## config.mk

```make
export PLATFORM = sky130hd
export DESIGN_NAME = fe_fetch_buf
export DESIGN_NICKNAME = d
export VERILOG_FILES = /design/src/rtl/fe_fetch_buf.sv
export SDC_FILE = /design/constraint.sdc
export NUM_CORES = 2
export LEC_CHECK = 0
export CORE_MARGIN = 2
export CORE_UTILIZATION = 30
export DETAILED_ROUTE_END_ITERATION = 10
export GPL_TIMING_DRIVEN = 0
export PLACE_DENSITY = 0.54
export SETUP_SLACK_MARGIN = 0.15
export SYNTH_ARGS = -nofsm -noshare
export SYNTH_HDL_FRONTEND = slang
export SYNTH_SLANG_ARGS = --single-unit
export TNS_END_PERCENT = 1
```

## constraint.sdc

```tcl
create_clock -name clk -period 52.2 [get_ports clk]
set_input_delay 7.83 -clock clk [delete_from_list [all_inputs] [get_ports clk]]
set_output_delay 7.83 -clock clk [all_outputs]
set_load 0.02 [all_outputs]
```

## src/rtl/fe_fetch_buf.sv

```systemverilog
`default_nettype none
// ============================================================================
//  Module   : fe_fetch_buf
//  Purpose  : Fully-associative instruction line buffer between the fetch
//             controller and the I-cache. Zero-latency hits, one line fill in
//             flight, bulk invalidate. FE_FETCH_BUF_NEXT_LINE_PF_EN adds a
//             next-line prefetch after each demand fill.
//  Packing  : fe_fb_req_fb0 = {valid, addr[PADDR_W-1:0], id[ID_W-1:0]}
//             fb_fe_rsp_fb0 = {valid, instr[31:0], pc[PADDR_W-1:0]}
//  Revision : 1.0 - initial release
// ============================================================================
module fe_fetch_buf #(
    parameter int FB_ENTRIES = 4,
    parameter int LINE_BYTES = 64,
    parameter int PADDR_W    = 32,
    parameter int ID_W       = 4
) (
    input  logic                    clk,
    input  logic                    reset,
    input  logic [PADDR_W+ID_W:0]   fe_fb_req_fb0,
    output logic [32+PADDR_W:0]     fb_fe_rsp_fb0,
    input  logic                    fb_inv,
    output logic                    fb_ic_req_valid,
    output logic [PADDR_W-1:0]      fb_ic_req_addr,
    input  logic                    ic_fb_req_ready,
    input  logic                    ic_fb_rsp_valid,
    input  logic [LINE_BYTES*8-1:0] ic_fb_rsp_data
);
    localparam int c_off_w  = $clog2(LINE_BYTES);
    localparam int c_tag_w  = PADDR_W - c_off_w;
    localparam int c_idx_w  = $clog2(FB_ENTRIES);
    localparam int c_line_w = LINE_BYTES * 8;
    localparam logic [c_idx_w-1:0] c_ptr_one = 1;

    typedef enum logic [1:0] {
        FB_IDLE = 2'd0,
        FB_REQ  = 2'd1,
        FB_WAIT = 2'd2
    } t_fb_state;

    logic                  w_req_valid;
    logic [PADDR_W-1:0]    w_req_addr;
    logic [c_tag_w-1:0]    w_req_tag;
    logic [c_off_w-3:0]    w_word_sel;
    logic                  w_unused_bits;

    logic [FB_ENTRIES-1:0] r_valid;
    logic [c_tag_w-1:0]    r_tag  [FB_ENTRIES];
    logic [c_line_w-1:0]   r_data [FB_ENTRIES];
    logic [c_idx_w-1:0]    r_ptr;
    t_fb_state             r_state, w_state_nxt;
    logic [c_tag_w-1:0]    r_fill_tag, w_fill_tag_nxt;
    logic                  r_discard, w_discard_nxt;

    logic [FB_ENTRIES-1:0] w_match;
    logic                  w_hit;
    logic [c_line_w-1:0]   w_hit_line;
    logic [31:0]           w_instr;
    logic [c_idx_w-1:0]    w_victim;
    logic                  w_install;

    assign w_req_valid   = fe_fb_req_fb0[PADDR_W+ID_W];
    assign w_req_addr    = fe_fb_req_fb0[PADDR_W+ID_W-1:ID_W];
    assign w_req_tag     = w_req_addr[PADDR_W-1:c_off_w];
    assign w_word_sel    = w_req_addr[c_off_w-1:2];
    assign w_unused_bits = ^{fe_fb_req_fb0[ID_W-1:0], w_req_addr[1:0]};

    for (genvar gi = 0; gi < FB_ENTRIES; gi++) begin : g_match
        assign w_match[gi] = r_valid[gi] && (r_tag[gi] == w_req_tag);
    end

    // Tags are unique, so OR-ing the masked lines selects the single hit.
    always_comb begin
        w_hit_line = '0;
        for (int i = 0; i < FB_ENTRIES; i++) begin
            if (w_match[i]) w_hit_line = w_hit_line | r_data[i];
        end
    end

    assign w_hit         = w_req_valid && (|w_match);
    assign w_instr       = w_hit_line[{w_word_sel, 5'b00000} +: 32];
    assign fb_fe_rsp_fb0 = w_hit ? {1'b1, w_instr, w_req_addr} : '0;

    // Lowest-index invalid entry wins over the round-robin pointer.
    always_comb begin
        w_victim = r_ptr;
        for (int i = FB_ENTRIES - 1; i >= 0; i--) begin
            if (!r_valid[i]) w_victim = i[c_idx_w-1:0];
        end
    end

    assign w_install = (r_state == FB_WAIT) && ic_fb_rsp_valid && !r_discard && !fb_inv;

`ifdef FE_FETCH_BUF_NEXT_LINE_PF_EN
    localparam logic [c_tag_w-1:0] c_tag_one = 1;
    logic                  r_pf, w_pf_nxt;
    logic [c_tag_w-1:0]    w_fill_tag_inc;
    logic [FB_ENTRIES-1:0] w_next_match;

    assign w_fill_tag_inc = r_fill_tag + c_tag_one;

    for (genvar gj = 0; gj < FB_ENTRIES; gj++) begin : g_next_match
        assign w_next_match[gj] = r_valid[gj] && (r_tag[gj] == w_fill_tag_inc);
    end

    always_ff @(posedge clk) begin
        if (reset) r_pf <= 1'b0;
        else       r_pf <= w_pf_nxt;
    end
`endif

    always_comb begin
        w_state_nxt    = r_state;
        w_fill_tag_nxt = r_fill_tag;
        w_discard_nxt  = r_discard;
`ifdef FE_FETCH_BUF_NEXT_LINE_PF_EN
        w_pf_nxt       = r_pf;
`endif
        case (r_state)
            FB_IDLE: begin
                w_discard_nxt = 1'b0;
                if (w_req_valid && !(|w_match) && !fb_inv) begin
                    w_state_nxt    = FB_REQ;
                    w_fill_tag_nxt = w_req_tag;
`ifdef FE_FETCH_BUF_NEXT_LINE_PF_EN
                    w_pf_nxt       = 1'b0;
`endif
                end
            end
            FB_REQ: begin
                if (fb_inv)          w_discard_nxt = 1'b1;
                if (ic_fb_req_ready) w_state_nxt   = FB_WAIT;
            end
            FB_WAIT: begin
                if (fb_inv) w_discard_nxt = 1'b1;
                if (ic_fb_rsp_valid) begin
                    w_state_nxt   = FB_IDLE;
                    w_discard_nxt = 1'b0;
`ifdef FE_FETCH_BUF_NEXT_LINE_PF_EN
                    w_pf_nxt      = 1'b0;
                    // Presence of L+1 is judged on the pre-install contents.
                    if (w_install && !r_pf && !(|w_next_match)) begin
                        w_state_nxt    = FB_REQ;
                        w_fill_tag_nxt = w_fill_tag_inc;
                        w_pf_nxt       = 1'b1;
                    end
`endif
                end
            end
            default: w_state_nxt = FB_IDLE;
        endcase
    end

    assign fb_ic_req_valid = (r_state == FB_REQ);
    assign fb_ic_req_addr  = fb_ic_req_valid ? {r_fill_tag, {c_off_w{1'b0}}} : '0;

    always_ff @(posedge clk) begin
        if (reset) begin
            r_state    <= FB_IDLE;
            r_fill_tag <= '0;
            r_discard  <= 1'b0;
            r_valid    <= '0;
            r_ptr      <= '0;
        end else begin
            r_state    <= w_state_nxt;
            r_fill_tag <= w_fill_tag_nxt;
            r_discard  <= w_discard_nxt;
            if (w_install) begin
                r_valid[w_victim] <= 1'b1;
                r_ptr             <= r_ptr + c_ptr_one;
            end
            if (fb_inv) r_valid <= '0;
        end
    end

    always_ff @(posedge clk) begin
        if (w_install) begin
            r_tag[w_victim]  <= r_fill_tag;
            r_data[w_victim] <= ic_fb_rsp_data;
        end
    end

endmodule
`default_nettype wire
```

==> summary.txt <==
leakage power summed over all cells: 31.70 nW
top cells by area, synth: edfxtp_1, a222oi_1, a21oi_1
clock buffer count from CTS: 219
number of detailed-route iterations in the first pass: 11
Post-synth top cells: edfxtp_1, a21oi_1, a222oi_1, nand2_1, nand4_1
floorplan die width: 526.2 µm
number of distinct library cell variants in the gate-level netlist after synthesis: 65
total of buffers placed on input and output ports: 612
sequential-to-total area share from yosys stat: 0.7984
post-CTS setup buffer count: 0
skew final: 0.09341 ns
largest area contributor in the netlist: edfxtp_1
DR vias/cell: 5.701
highest attainable clock frequency: 46.27 MHz
simple-gate share of the synthesized area: 0.05386
type of destination of the critical path: output pin
number of top-level design ports: 652
EDFF count, synth: 2,152
Synth Cell Area: 0.08182 mm²
final weighted congestion of routability-driven global placement: 0.8796
hold violation count in the final report: 0
post-detailed-route count of antenna-violating nets: 0
final sum of negative setup slack: 0 ns
relative max-transition margin: -0.07805
instance area after placement: 0.09466 mm²
violated checks: design-rule violations, max-capacitance violations, max-slew violations
CTS Buffer Depth: 3
area growth from synthesis to layout: 25.02%
vias: 54,600
later-pin clock latency in the skew report: 0.91 ns
total area of multi-input combinational cells: 0.01468 mm²
total non-filler cell area in the finished layout: 0.1023 mm²
largest net degree at the start of global routing: 29
power density over cell area: 36.38 mW/mm²
Synth top area share: 0.7898
die outline area: 0.2769 mm²
#FFs+latches synth: 2,187
total wire length: 340.7 mm
status: complete, but fails checks
total overflow reported by the global router: 0
Max-cap violations: 4
flip-flop cell with the highest count after synthesis: edfxtp_1
cell count after synthesis: 4,786
worst-path fanout max: 10
initial drt markers: 10,130
placement row count: 191
final worst hold slack: 0.5229 ns
Post-Synth Adder-Cell Area: 0.0006117
critical path arrival: 13.78 ns
placed cells: 9,075
global-route total usage across every layer: 0.2369
multiplexer fraction of the synthesized cell area: 0
number of antenna violations at the first check in global routing: 281
Hold-fix buffers, CTS: 0
remaining routing DRC violations: 3
type of the worst setup path: in2out
final number of max-transition violations: 13
post-route clock period utilization: 0.4141
vias in the first global route: 50,920
worst ir drop on vdd: 0.02937 mV
area taken by flip-flops and latches: 0.06532 mm²
final routed wire length divided by cell count: 35.58 µm
Synth async-reset ratio: 0
xor/xnor cell area share of the yosys netlist: 0.01135
count of final setup violators: 0
Critical Path Source Type: primary input
global-route wire length before repair: 446.2 mm
CTS H-Tree Depth: 4
synthesized area per cell: 17.10 µm²
Vert. Die Dim: 526.2 µm
area of the placeable core: 0.2710 mm²
clock slew at reported path FFs: 0.05 ns
Sinks on Clock Net: 2,187
number of warnings reported in the yosys synthesis log: 0
clock tree from TritonCTS: built
initial standard-cell utilization of the core: 0.3019
buffer type at the clock tree root: clkbuf_16
DP Wirelength: 250.2 mm
non-filler cells in the finished layout: 9,577
clock period minus final worst setup slack: 21.61 ns
Slew @ Worst Pin: 1.617 ns
proportion of layout cells with a drive suffix above 1: 0.1168
final net count: 6,286
FILL cells: 25,240
cts repair resizes: 0
RSZ-0062 raised after global routing: no
area fraction in compound gates after synthesis: 0.1123
cell with the most instances after synthesis: edfxtp_1
endpoint required time on the critical path: 44.37 ns
HP Class: reg2reg
main combinational cell family by area after synthesis: compound AO/OA/AOI/OAI gates
-- cell families after synthesis --
logic type | after synthesis
simple gates | 862
buf+inv | 390
flops | 2187
other cells | 1
fa+ha+maj | 4
xor+xnor | 106
compound gates | 1236
-- registers in the layout, indices dropped and copies added (netlist names) --
| name | flops |
|---|---|
| r_data | 2048 |
| r_fill_tag | 26 |
| r_tag | 104 |
| r_ptr | 2 |
| r_state | 2 |
| r_discard | 1 |
| r_valid | 4 |
-- final cells by class --
cell class | instances | area share
antenna | 93 | 0.002275
sequential | 2187 | 0.6386
timing repair buffer | 716 | 0.08102
tap | 3570 | 0.04367
clock buffer | 265 | 0.05627
multi-input combinational | 2214 | 0.1435
inverter | 9 | 0.0003303
buffer | 381 | 0.01847
clock inverter | 142 | 0.01585
-- metrics by stage --
stage	setup slack, ns	power (mW)	util
2_1_floorplan	19.94	2.054	-
3_3_place_gp	-1.154	2.165	0.3411
3_5_place_dp	30.82	2.139	0.3493
4_1_cts	30.79	3.730	0.3765
5_1_grt	30.75	3.808	0.3771
6_report	30.59	3.721	0.3775
-- layer usage --
metal / vias up / share of wire / wire length [µm] / GRT usage
met5: - / 0.0033 / 1133 / 0
li1: 21990 / - / - / -
met3: 819 / 0.13 / 42610 / 0.07743
met1: 27770 / 0.37 / 124900 / 0.2988
met4: 172 / 0.064 / 21810 / 0.1485
met2: 3848 / 0.44 / 150300 / 0.3507
-- power by group --
| group | total (mW) | leakage [nW] | switching [mW] | internal (mW) |
|---|---|---|---|---|
| sequential | 1.96 | 19.7 | 0.00700 | 1.95 |
| combinational | 0.150 | 8.44 | 0.0919 | 0.0578 |
| clock | 1.62 | 3.59 | 0.705 | 0.911 |
| total | 3.72 | 31.7 | 0.804 | 2.92 |
-- final timing paths --
kind         slack [ns]  cells after the start                 to               from
min reg2reg        0.52                      2           r_ptr[1]           r_ptr[1]
min                0.52                      2           r_ptr[1]           r_ptr[1]
max reg2reg       48.47                     12     r_data[0][364]         r_state[0]
max               30.59                     13  fb_fe_rsp_fb0[43]  fe_fb_req_fb0[14]
-- worst max-delay path, stage by stage --
cell             delay, ns
buf_2                 0.16
xnor2_1               0.42
nand4_1               0.22
nor3_1                0.57
and2_1                0.36
buf_6                 0.18
buf_2                 0.36
buf_2                 0.70
a222oi_1              0.24
nand2_1               0.22
a41oi_1               0.38
o31ai_1               1.31
clkdlybuf4s50_1       0.82
-- cell usage in the layout (no fill, tap or decap), types with 24 or more instances in the layout --
| master | n |
|---|---|
| a21oi_1 | 462 |
| a222oi_1 | 383 |
| a22o_1 | 40 |
| a22oi_1 | 170 |
| a41oi_1 | 30 |
| and2_1 | 67 |
| and3_1 | 63 |
| buf_12 | 79 |
| buf_2 | 186 |
| buf_4 | 48 |
| bufinv_16 | 24 |
| clkbuf_1 | 157 |
| clkbuf_16 | 221 |
| clkdlybuf4s50_1 | 612 |
| clkinv_1 | 45 |
| clkinv_2 | 46 |
| dfxtp_1 | 35 |
| diode_2 | 93 |
| edfxtp_1 | 2152 |
| nand2_1 | 328 |
| nand3_1 | 70 |
| nand4_1 | 261 |
| nor2_1 | 36 |
| xnor2_1 | 102 |
No activity file was read; power rests on OpenSTA's default activity.
